[src/rtl/audio_pkg.sv]
// audio_pkg: shared state encoding, sample width and default sizing for the playback sequencer
package audio_pkg;
  typedef enum logic [1:0] {
    IDLE  = 2'd0,
    PRIME = 2'd1,
    PLAY  = 2'd2
  } state_t;
  localparam int SAMPLE_W = 32;
  localparam int DEF_FIFO_DEPTH = 16;
  localparam int DEF_REQ_LEVEL = 8;
  localparam int DEF_BURST_LEN = 8;
  localparam int DEF_UNDERRUN_LIMIT = 4;
endpackage

[src/rtl/sample_fifo.sv]
// sample_fifo: synchronous sample buffer with flush; rd_data updates the cycle after a pop
module sample_fifo import audio_pkg::*; #(
  parameter int DEPTH = DEF_FIFO_DEPTH
) (
  input  logic                    clk,
  input  logic                    reset,
  input  logic                    push,
  input  logic                    pop,
  input  logic                    flush,
  input  logic [SAMPLE_W-1:0]     wr_data,
  output logic [SAMPLE_W-1:0]     rd_data,
  output logic                    full,
  output logic                    empty,
  output logic [$clog2(DEPTH):0]  fill
);
  localparam int AW = $clog2(DEPTH);
  logic [SAMPLE_W-1:0] mem [DEPTH];
  logic [AW-1:0] wptr, rptr;
  logic wr, rd;
  assign full = fill == (AW+1)'(DEPTH);
  assign empty = fill == '0;
  assign rd = pop && !empty;
  // a full buffer still accepts a sample when a pop frees a slot in the same cycle
  assign wr = push && (!full || rd);
  always_ff @(posedge clk) begin
    if (wr) mem[wptr] <= wr_data;
  end
  always_ff @(posedge clk) begin
    if (reset) rd_data <= '0;
    else if (rd && !flush) rd_data <= mem[rptr];
    if (reset || flush) begin
      wptr <= '0;
      rptr <= '0;
      fill <= '0;
    end else begin
      wptr <= wptr + AW'(wr);
      rptr <= rptr + AW'(rd);
      fill <= fill + (AW+1)'(wr) - (AW+1)'(rd);
    end
  end
endmodule

[src/rtl/audio_sched.sv]
// audio_sched: sound-out playback sequencer (prime, burst requests, 44.1/22.05 kHz release).
// AUDIO_UNDERRUN_COUNT_EN enables the saturating underrun_count; otherwise it is tied to 0.
module audio_sched import audio_pkg::*; #(
  parameter int FIFO_DEPTH = DEF_FIFO_DEPTH,
  parameter int REQ_LEVEL = DEF_REQ_LEVEL,
  parameter int BURST_LEN = DEF_BURST_LEN,
  parameter int UNDERRUN_LIMIT = DEF_UNDERRUN_LIMIT
) (
  input  logic                clk,
  input  logic                reset,
  input  logic                audio_starts,
  input  logic                audio_22khz,
  input  logic                all_1_packet,
  input  logic                sample_valid,
  input  logic [SAMPLE_W-1:0] sample_in,
  input  logic                sample_tick,
  output logic                data_req,
  output logic [SAMPLE_W-1:0] sample_out,
  output logic                sample_out_valid,
  output logic                playing,
  output logic                underrun,
  output logic                overflow,
  output logic [15:0]         underrun_count
);
  localparam int AW = $clog2(FIFO_DEPTH);
  localparam int OW = $clog2(BURST_LEN + 1);
  localparam int EW = $clog2(UNDERRUN_LIMIT + 1);
  state_t state;
  logic mode22, phase, out_zero;
  logic [OW-1:0] outstanding;
  logic [EW-1:0] empty_cnt;
  logic full, empty;
  logic [AW:0] fill;
  logic [SAMPLE_W-1:0] rd_data;
  logic ctl, active, need_pop, pop, quit, push, flush;
  always_comb begin
    ctl = all_1_packet || audio_starts;
    active = state != IDLE;
    need_pop = state == PLAY && sample_tick && !(mode22 && phase) && !ctl;
    pop = need_pop && !empty;
    quit = need_pop && empty && empty_cnt == EW'(UNDERRUN_LIMIT - 1);
    push = active && sample_valid && !ctl && !quit;
    flush = ctl || quit;
  end
  sample_fifo #(.DEPTH(FIFO_DEPTH)) u_fifo (
    .clk(clk),
    .reset(reset),
    .push(push),
    .pop(pop),
    .flush(flush),
    .wr_data(sample_in),
    .rd_data(rd_data),
    .full(full),
    .empty(empty),
    .fill(fill)
  );
  // sample_out is the last popped word unless the last tick produced silence
  assign sample_out = out_zero ? '0 : rd_data;
  assign playing = state != IDLE;
  always_ff @(posedge clk) begin
    data_req <= 1'b0;
    sample_out_valid <= 1'b0;
    underrun <= 1'b0;
    overflow <= 1'b0;
    if (reset) begin
      state <= IDLE;
      mode22 <= 1'b0;
      phase <= 1'b0;
      out_zero <= 1'b0;
      outstanding <= '0;
      empty_cnt <= '0;
    end else if (all_1_packet) begin
      state <= IDLE;
      outstanding <= '0;
    end else if (audio_starts) begin
      state <= PRIME;
      mode22 <= audio_22khz;
      outstanding <= '0;
    end else begin
      overflow <= push && full && !pop;
      if (active && outstanding == '0 && fill <= (AW+1)'(REQ_LEVEL)) begin
        data_req <= 1'b1;
        outstanding <= OW'(BURST_LEN);
      end else if (push && outstanding != '0) outstanding <= outstanding - OW'(1);
      if (sample_tick) begin
        sample_out_valid <= 1'b1;
        if (state != PLAY) out_zero <= 1'b1;
        else begin
          phase <= !phase;
          if (need_pop) begin
            out_zero <= empty;
            underrun <= empty;
            empty_cnt <= empty ? empty_cnt + EW'(1) : '0;
            if (quit) state <= IDLE;
          end
        end
      end
      if (state == PRIME && fill >= (AW+1)'(REQ_LEVEL)) begin
        state <= PLAY;
        phase <= 1'b0;
        empty_cnt <= '0;
      end
    end
  end
`ifdef AUDIO_UNDERRUN_COUNT_EN
  logic [15:0] ucnt;
  always_ff @(posedge clk) begin
    if (reset) ucnt <= '0;
    else if (underrun && ucnt != 16'hFFFF) ucnt <= ucnt + 16'd1;
  end
  assign underrun_count = ucnt;
`else
  assign underrun_count = '0;
`endif
endmodule
[config.mk]
export PLATFORM = sky130hd
export DESIGN_NAME = audio_sched
export DESIGN_NICKNAME = d
export VERILOG_FILES = /design/src/rtl/audio_pkg.sv /design/src/rtl/sample_fifo.sv /design/src/rtl/audio_sched.sv
export SDC_FILE = /design/constraint.sdc
export NUM_CORES = 1
export LEC_CHECK = 0
export CORE_AREA = 2 2 208 210
export DETAILED_ROUTE_END_ITERATION = 10
export DIE_AREA = 0 0 210 212
export GPL_TIMING_DRIVEN = 0
export PLACE_DENSITY = 0.71
export SYNTH_ARGS = -nofsm -noshare
export SYNTH_HDL_FRONTEND = slang
export SYNTH_SLANG_ARGS = --single-unit
[constraint.sdc]
create_clock -name clk -period 7.5 [get_ports clk]
set_clock_uncertainty 0.2 [all_clocks]
set_input_delay 1.125 -clock clk [delete_from_list [all_inputs] [get_ports clk]]
set_output_delay 1.125 -clock clk [all_outputs]
set_load 0.01 [all_outputs]
[Yosys cells after proc, flatten, opt, wreduce, memory -nomap -nowiden]
Memory sizes are Yosys's and may differ from the RTL's. A register that Yosys moved wholly into a read port is not among the register bits.
Cells that the tools add are included.
Operators by class
  add/subtract/negate cells: 6
  multiply operators: 0
  divide/modulo/power cells: 0
  magnitude comparators: 2
  equal/unequal tests: 7
  shift-type cells: 0
  multiplexer cells: 23
  bitwise logic cells: 4
  reductions and logical operators: 53
Operator list (count)
  $mux 32: 1
  $logic_and 1x1->1: 19
  $reduce_and 4->1: 4
  $mux 3: 5
  $reduce_bool 2->1: 6
  $mux 1: 10
  $mux 2: 5
  $reduce_bool 3->1: 3
  $add 4x1->4: 2
  $logic_not 1->1: 8
  $mux 4: 2
  $reduce_or 6->1: 1
  $add 5x1->5: 1
  $eq 5x5->1 const B: 1
  $ge 5x4->1 const B: 1
  $le 5x4->1 const B: 1
  $logic_not 5->1: 1
  $reduce_and 5->1: 1
  $sub 5x1->5: 1
  $logic_not 4->1: 1
  $logic_or 1x1->1: 4
  $not 1->1: 4
  $reduce_bool 4->1: 1
  $reduce_or 4->1: 1
  other kinds (11): 11
Word-level totals
  bits in registers: 29
  latch bits: 0
  bits in writable memories: 512
  bits in read-only memories: 0
  input bits: 39
  output and inout bits: 53
  logic and storage cells: 111
  memories kept: 1
Memories
  u_fifo.mem: depth 16, bits a word 32, rd ports 1, clocked after memory_dff 1, write ports 1, RTL line sample_fifo.sv:17  | logic [SAMPLE_W-1:0] mem [DEPTH];

[Longest topological paths before layout]
Gate-level depths: netlist of the first run.
  depth after elaboration: 12
  depth in mapped cells: 14
  gate-level depth less buffers: 14

[Modules after synthesis]
From an unflattened synthesis of the first run, not the netlist that was laid out.
Unflattened totals
  cells, all modules: 1092
  area, all modules: 22252.6 µm²
By module, submodules not included
  sample_fifo: instances 1, cells an instance 940, area an instance 21058.9 µm², seq. area each 16275.6 µm²
  audio_sched: instances 1, cells an instance 152, area an instance 1193.6 µm², seq. area each 320.3 µm²

[Worst setup path before layout of the first run]
OpenSTA, ideal clock, no wires.
  path kind: input-to-reg
  start: input sample_tick
  end: memory u_fifo.mem[13][0] (enable)
  setup time: 0.501 ns
  arrival time: 5.218 ns
  required time: 6.799 ns
  path slack: 1.581 ns
  stages: 7
  buffers on the path: 3
  path through: and3b_1 > buf_6 > and4_1 > o211a_1 > buf_2 > buf_6 > nor4_1
Between the ends
  longest elaborated chain between the ends: 10
  elaborated cells on any way between the ends: 13
  classes of those cells: mux: 2; reduce/logical: 11
RTL lines
  start, declared: RTL line audio_sched.sv:16  | input logic sample_tick,
  $logic_and 1x1->1 * (3 in series): RTL line audio_sched.sv:39  | need_pop = state == PLAY && sample_tick && !(mode22 && phase) && !ctl;
  $logic_and 1x1->1 (2 in series): RTL line audio_sched.sv:41  | quit = need_pop && empty && empty_cnt == EW'(UNDERRUN_LIMIT - 1);
  $logic_not 1->1: RTL line audio_sched.sv:42  | push = active && sample_valid && !ctl && !quit;
  $logic_and 1x1->1: RTL line audio_sched.sv:42
  $logic_and 1x1->1 *: RTL line sample_fifo.sv:24  | assign wr = push && (!full || rd);
  $mux 1 *: RTL line sample_fifo.sv:26  | if (wr) mem[wptr] <= wr_data;
  $mux 1 (not written as such) *: RTL line sample_fifo.sv:26
  end, declared: RTL line sample_fifo.sv:17
Mark *: on every way between the ends. The rest lies on a longest branch, timed or not.

[Final worst setup path of the first run]
  start: input all_1_packet
  end: memory u_fifo.mem[15][22] (enable)
Between the ends
  longest elaborated chain between the ends: 10
  elaborated cells on any way between the ends: 14
  classes of those cells: mux: 2; reduce/logical: 12
RTL lines
  start, declared: RTL line audio_sched.sv:13  | input logic all_1_packet,
  $logic_or 1x1->1 *: RTL line audio_sched.sv:37  | ctl = all_1_packet || audio_starts;
  $logic_not 1->1 *: RTL line audio_sched.sv:39, audio_sched.sv:42
  $logic_and 1x1->1: RTL line audio_sched.sv:39
  $logic_and 1x1->1 (2 in series): RTL line audio_sched.sv:41
  $logic_not 1->1: RTL line audio_sched.sv:42
  $logic_and 1x1->1: RTL line audio_sched.sv:42
  $logic_and 1x1->1 *: RTL line sample_fifo.sv:24
  $mux 1 *: RTL line sample_fifo.sv:26
  $mux 1 (not written as such) *: RTL line sample_fifo.sv:26
Marked as above.

==> flow_metrics.env, run 1 <==
export IMPL_status="complete, no violations"
export IMPL_hp_start="u_fifo.rd_data[14]$_SDFFE_PP0P_"
export IMPL_rsz0062_at_grt="no"
export IMPL_hold_depth=2
export IMPL_netlist_area_leader_share_pct=69.12
export IMPL_ant_nets=0
export IMPL_ys_seq_area_share_pct=74.61
export IMPL_intPower_w=0.005048
export IMPL_cpMostUsedCell="buf_4"
export IMPL_dr_pass1_iters=5
export IMPL_reg2reg_slack_ps=3730
export IMPL_reg2reg_to="u_fifo.mem[15][22]$_DFFE_PP_"
export IMPL_hold_class="register to register"
export IMPL_switching_power_w=0.001233
export IMPL_cts_max_level=2
export IMPL_final_area_sq_mm=0.02633
export IMPL_worstPathCellList="clkdlybuf4s50_1, nor2_1, nand3_1, clkbuf_1, nor4_2, buf_4, buf_4, buf_4, buf_6, buf_4"
export IMPL_drt_wl_total_mm=52.35
export IMPL_clk_pin_slew_ps=60
export IMPL_cts_buffers=55
export IMPL_p_sw_share_pct=19.63
export IMPL_power_share_clock_pct=43.2
export IMPL_clkSinkCount=573
export IMPL_yosysMostFrequentCell="edfxtp_1"
export IMPL_leakagePower_nw=8.385
export IMPL_cts_repair_resized=0
export IMPL_worstHoldEndpoint="u_fifo.rd_data[14]$_SDFFE_PP0P_"
export IMPL_ctsRootBufferMaster="clkbuf_16"
export IMPL_nets=1379
export IMPL_startpoint_type="input pin"
export IMPL_post_cts_buffers=0
export IMPL_drtIter0Drc=1190
export IMPL_clock_latency_ps=600
export IMPL_p_per_area_mw_per_mm2=238.5
export IMPL_power_frac_seq_pct=55.3
export IMPL_fmax_mhz=219.5
export IMPL_finish_utilization_pct=61.95
export IMPL_syn_avg_cell_area_sq_um=20.39
export IMPL_cp_max_fo=10
export IMPL_rows=76
export IMPL_synth_top_area_cell="edfxtp_1"
export IMPL_arrival_ps=4680
export IMPL_dp_hpwl_mm=34.92
export IMPL_peakVddDrop_mv=0.1985
export IMPL_coreArea_sq_mm=0.04251
export IMPL_cp_required_ps=7620
export IMPL_critPathMaxStageDelay_ps=680
export IMPL_nFillCells=2936
export IMPL_die_w_microns=210
export IMPL_hold_viol=0
export IMPL_synth_flop_cell="edfxtp_1"
export IMPL_numPortBuffers=75
export IMPL_synth_seq_cells=573
export IMPL_critPathKind="input pin to register"
export IMPL_finalCritPeriodShare_pct=60.75
export IMPL_cpMaxStageDelayCell="nor4_2"
export IMPL_drc=0
export IMPL_initial_core_util_pct=52.33
export IMPL_setup_viol=0
export IMPL_drv_slew=0
export IMPL_async_flop_share_pct=0
export IMPL_max_cap_violations=0
export IMPL_io_pins=92
export IMPL_tritoncts="done"
export IMPL_max_slew_worst_pin_slew_ps=1126
export IMPL_clk_path_buf_depth=3
export IMPL_end_kind="register"
export IMPL_fin_crit_ps=4557
export IMPL_wire_per_inst_microns=27.31
export IMPL_relSlewSlack_pct=24.90
export IMPL_gp_congestion=0.8098
export IMPL_synth_enable_flop_cells=512
export IMPL_r2r_cells=9
export IMPL_syn_area_sq_mm=0.02224
export IMPL_num_vias=11539
export IMPL_vias_per_cell=6.019
export IMPL_grt_max_degree=17
export IMPL_synthTopCellsByCount="edfxtp_1, mux4_2, mux2i_1"
export IMPL_drive_above_1_share_pct=27.15
export IMPL_synth_cells=1091
export IMPL_synthTopCellsByArea="edfxtp_1, mux4_2, dfxtp_1"
export IMPL_area_growth_pct=18.38
export IMPL_grt_pass1_vias=11536
export IMPL_antenna_found_initial=2
export IMPL_die_h_microns=212
export IMPL_post_dp_cell_area_sq_mm=0.02456
export IMPL_die_area_sq_mm=0.04452
export IMPL_grt_pass1_wl_mm=76.22
export IMPL_power_frac_comb_pct=1.4
export IMPL_holdBufCountCts=0
export IMPL_rr_startpoint="state[1]$_SDFFE_PP0P_"
export IMPL_grt_usage_pct=24.10
export IMPL_ys_warnings_count=0
export IMPL_gr_total_overflow=0
export IMPL_yosysUniqueCellTypes=55
## per-stage QoR
stage / hold WS, ps / setup slack [ps] / total power [W] / instances / setup TNS (ps)
CTS: 261.3 / 3053 / 0.006313 / 1916 / 0
finish: 259.0 / 2943 / 0.006281 / 1917 / 0
global placement: 238.3 / -3364 / 0.003628 / 1727 / -1245470
detailed placement: 238.7 / 2421 / 0.003633 / 1813 / 0
floorplan: 224.6 / 1581 / 0.003567 / 1106 / 0
global route: 289.3 / 2846 / 0.006439 / 1916 / 0
## power groups by stage
| stage | clock (W) | combinational, W | sequential [W] |
|---|---|---|---|
| CTS | 0.00275 | 0.0000890 | 0.00348 |
| detailed placement | 0 | 0.0000891 | 0.00354 |
| global route | 0.00287 | 0.0000975 | 0.00347 |
| global placement | 0 | 0.0000837 | 0.00354 |
| finish | 0.00271 | 0.0000900 | 0.00348 |
| floorplan | 0 | 0.0000228 | 0.00354 |
## kinds of logic after synthesis
logic type               count (synthesis)  share of synthesized area (%)
flip-flops                             573                          74.61
buffers and inverters                   87                          2.031
multiplexers                           193                          15.89
other                                    1                        0.01686
AND/OR/NAND/NOR                        151                          3.803
XOR/XNOR                                 6                         0.2363
AO/OA/AOI/OAI                           64                          2.481
adder cells (fa/ha/maj)                 16                         0.9338
## layout by cell type (no fill, tap or decap), types with 15 or more instances in the layout
master             n
inv_1             16
dfxtp_1           61
buf_2             25
ha_1              15
nor2b_1           35
clkdlybuf4s50_1   75
conb_1            16
o221ai_1          22
buf_4             88
buf_6             15
edfxtp_1         512
clkbuf_16         56
nand2_1           40
clkbuf_1          32
mux4_2           128
mux2i_1           65
## layout make-up
class                      instances  area, sq um  area share, %
multi-input combinational        446         5359          20.35
inverter                          16        60.06         0.2281
tap                              546        683.2          2.595
clock buffer                      77         1550          5.888
sequential                       573        16600          63.03
buffer                            71        391.6          1.487
antenna                            1        2.502       0.009504
timing repair buffer             161         1468          5.574
clock inverter                    26        220.2         0.8363
## state kept, by name, summed over array words and instances, names as in the netlist, 2 cells and up
name and count:
u_fifo.fill 5, u_fifo.rd_data 32, u_fifo.mem 512, u_fifo.rptr 4, u_fifo.wptr 4, empty_cnt 3, outstanding 4, state 2
## how the worst max path moves through the flow
stage	slack [ps]	startpoint	cells past startpoint	endpoint
after floorplan	1580	sample_tick	7	u_fifo.mem[13][0]$_DFFE_PP_
after global placement	-3360	audio_starts	7	u_fifo.mem[5][23]$_DFFE_PP_
after detailed placement	2420	all_1_packet	10	u_fifo.mem[15][22]$_DFFE_PP_
after CTS	3050	all_1_packet	10	u_fifo.mem[15][21]$_DFFE_PP_
after global routing	2850	all_1_packet	10	u_fifo.mem[15][23]$_DFFE_PP_
final	2940	all_1_packet	10	u_fifo.mem[15][22]$_DFFE_PP_
## per-layer routing
metal  part of all wire [%]  wire, microns  vias to the layer above  GRT usage (%)
li1                       -              -                     4918              -
met3                    8.4           4413                       64          4.431
met2                     49          25510                      567          39.28
met5                      0              0                        -              0
met1                     41          21670                     5990          34.59
met4                    1.4            752                        0          5.209
## critical path, delay by kind of cell
family | cells | cell delay [ps]
simple gates | 3 | 1510
buf+inv | 7 | 2020
No activity file was read; power rests on OpenSTA's default activity.
==> run 2, diff against run 1 <==
- PLACE_DENSITY: 0.71 -> 0.73
- clock period: 7.5 -> 3.8 ns (I/O delays scaled with it)
==> run 2 against run 1 <==
  * Sequential share of layout area shrank 0.34 points
  * Wire length down 0.99%
  * Combinational power increased by 97%
  * Worst hold slack gained 12 ps
  * Die area unchanged
  * Via count down 0.45%
  * Setup slack got worse by 2800 ps
  * Core utilization rose by 0.34 points
  * Critical endpoint is now u_fifo.mem[12][20]$_DFFE_PP_
==> flow_metrics.env, run 2 (same netlist as run 1, synthesis figures left out) <==
export IMPL_initial_core_util_pct=52.33
export IMPL_intPower_w=0.01008
export IMPL_wire_per_inst_microns=27.53
export IMPL_cts_max_level=2
export IMPL_gr_total_overflow=0
export IMPL_tritoncts="done"
export IMPL_power_frac_seq_pct=55.1
export IMPL_power_frac_comb_pct=1.4
export IMPL_vias_per_cell=6.100
export IMPL_drt_wl_total_mm=51.83
export IMPL_ctsRootBufferMaster="clkbuf_16"
export IMPL_largest_reg_flops=512
export IMPL_grt_max_degree=17
export IMPL_antenna_cells=0
export IMPL_dp_hpwl_mm=34.27
export IMPL_critPathMaxStageDelay_ps=770
export IMPL_leakagePower_nw=8.289
export IMPL_grt_pass1_wl_mm=76.07
export IMPL_cpMaxStageDelayCell="nor4_4"
export IMPL_stdcell_count=1883
export IMPL_end_kind="register"
export IMPL_drv_slew=0
export IMPL_grt_pass1_vias=11683
export IMPL_met1_length_mm=20.64
export IMPL_worstPathCellList="clkdlybuf4s50_1, nor2_1, nand3_2, clkbuf_2, nor4_4, buf_6, buf_8, buf_8"
export IMPL_setup_viol=0
export IMPL_ant_nets=0
export IMPL_cp_max_fo=10
export IMPL_drive_above_1_share_pct=25.80
export IMPL_status="complete, no violations"
export IMPL_dp_cells=1780
export IMPL_cts_buffers=54
export IMPL_rsz0062_at_grt="no"
export IMPL_cp_required_ps=3880
export IMPL_p_sw_share_pct=18.99
export IMPL_max_cap_violations=0
export IMPL_die_area_sq_mm=0.04452
export IMPL_final_common_cell="edfxtp_1"
export IMPL_fmax_mhz=275.9
export IMPL_area_growth_pct=19.02
export IMPL_hold_ws_ps=270.9
export IMPL_largest_register="u_fifo.mem"
export IMPL_fin_crit_ps=3624
export IMPL_arrival_ps=3710
export IMPL_die_w_microns=210
export IMPL_coreArea_sq_mm=0.04251
export IMPL_cpMostUsedCell="buf_8"
export IMPL_hold_viol=0
export IMPL_gp_congestion=0.7767
export IMPL_rows=76
export IMPL_final_cell_mix="edfxtp_1, mux4_2, clkdlybuf4s50_1"
export IMPL_grt_usage_pct=23.86
export IMPL_dr_pass1_iters=5
export IMPL_peakVddDrop_mv=0.3792
export IMPL_max_slew_worst_pin_slew_ps=1461
export IMPL_antenna_found_initial=2
export IMPL_dr_wl_met2_mm=26.02
export IMPL_critPathKind="input pin to register"
export IMPL_power_share_clock_pct=43.5
export IMPL_startpoint_type="input pin"
export IMPL_wl_met3_mm=4.002
export IMPL_clk_pin_slew_ps=60
export IMPL_clk_path_buf_depth=3
export IMPL_finalCritPeriodShare_pct=95.37
export IMPL_switching_power_w=0.002363
export IMPL_nets=1348
export IMPL_clkSinkCount=573
export IMPL_drc=0
export IMPL_p_per_area_mw_per_mm2=470.1
export IMPL_drtIter0Drc=1631
export IMPL_numPortBuffers=75
export IMPL_io_pins=92
export IMPL_num_vias=11487
export IMPL_clock_latency_ps=590
export IMPL_die_h_microns=212
export IMPL_relSlewSlack_pct=2.130
export IMPL_hold_class="register to register"
export IMPL_holdBufCountCts=0
export IMPL_largest_registers="u_fifo.mem x512, u_fifo.rd_data x32, u_fifo.fill x5"
export IMPL_dr_max_layer_used="met5"
## run 2: cell count changes in the layout (fill, tap and decap cells not counted), moves of 5 or more
cell	delta
buf_4	-68
nor4_2	-13
buf_6	+17
buf_8	+21
clkinv_1	-5
nor4_4	+13
## run 2: critical path: cells and delay by family
kind	cells	cell delay, ps
buffers and inverters	5	1550
and+or+nand+nor	3	1540
## run 2: what timing repair did
action	in CTS	in global routing
gates resized for setup	1	3
setup buffers	3	0
pin swaps	3	0
endpoints found under the setup margin	115	25
## run 2: area by class of cell
| cell class | instances | area, sq um |
|---|---|---|
| clock inverter | 20 | 206.4 |
| inverter | 16 | 60.06 |
| timing repair buffer | 131 | 1464 |
| buffer | 71 | 392.9 |
| sequential | 573 | 16600 |
| clock buffer | 80 | 1593 |
| tap | 546 | 683.2 |
| multi-input combinational | 446 | 5478 |
| fill | 2878 | 16030 |
## run 2: metrics by stage
stage               worst slack (ps)  utilization (%)  setup TNS [ps]  area [sq um]  total power [W]
global route                   9.174            62.28               0         26470          0.01276
detailed placement            -956.2            57.98         -172890         24640         0.007171
CTS                            23.95            62.28               0         26470          0.01250
global placement               -3530            56.03        -1596740         23810         0.007158
finish                         175.9            62.28               0         26470          0.01245
floorplan                     -272.3                -         -107130         22380         0.007040
## run 2: final timing paths
check / cells past startpoint / start / endpoint / slack, ps
min: 2 / u_fifo.rd_data[1]$_SDFFE_PP0P_ / u_fifo.rd_data[1]$_SDFFE_PP0P_ / 270
max: 8 / audio_starts / u_fifo.mem[12][20]$_DFFE_PP_ / 180
max reg2reg: 10 / empty_cnt[0]$_SDFFE_PP0P_ / u_fifo.mem[12][20]$_DFFE_PP_ / 330
min reg2reg: 2 / u_fifo.rd_data[1]$_SDFFE_PP0P_ / u_fifo.rd_data[1]$_SDFFE_PP0P_ / 270
## run 2: per-layer routing
layer / vias up / global-route usage, %
met3: 86 / 3.826
li1: 4848 / -
met1: 6003 / 32.78
met4: 4 / 6.163
met2: 546 / 40.45
met5: - / 0
## run 2: power groups by stage
stage	logic [W]	clock network [W]	registers, W
after global routing	0.000192	0.00571	0.00686
after floorplan	0.0000454	0	0.00699
after detailed placement	0.000176	0	0.00699
final	0.000177	0.00541	0.00686
after global placement	0.000163	0	0.00699
after CTS	0.000176	0.00546	0.00686
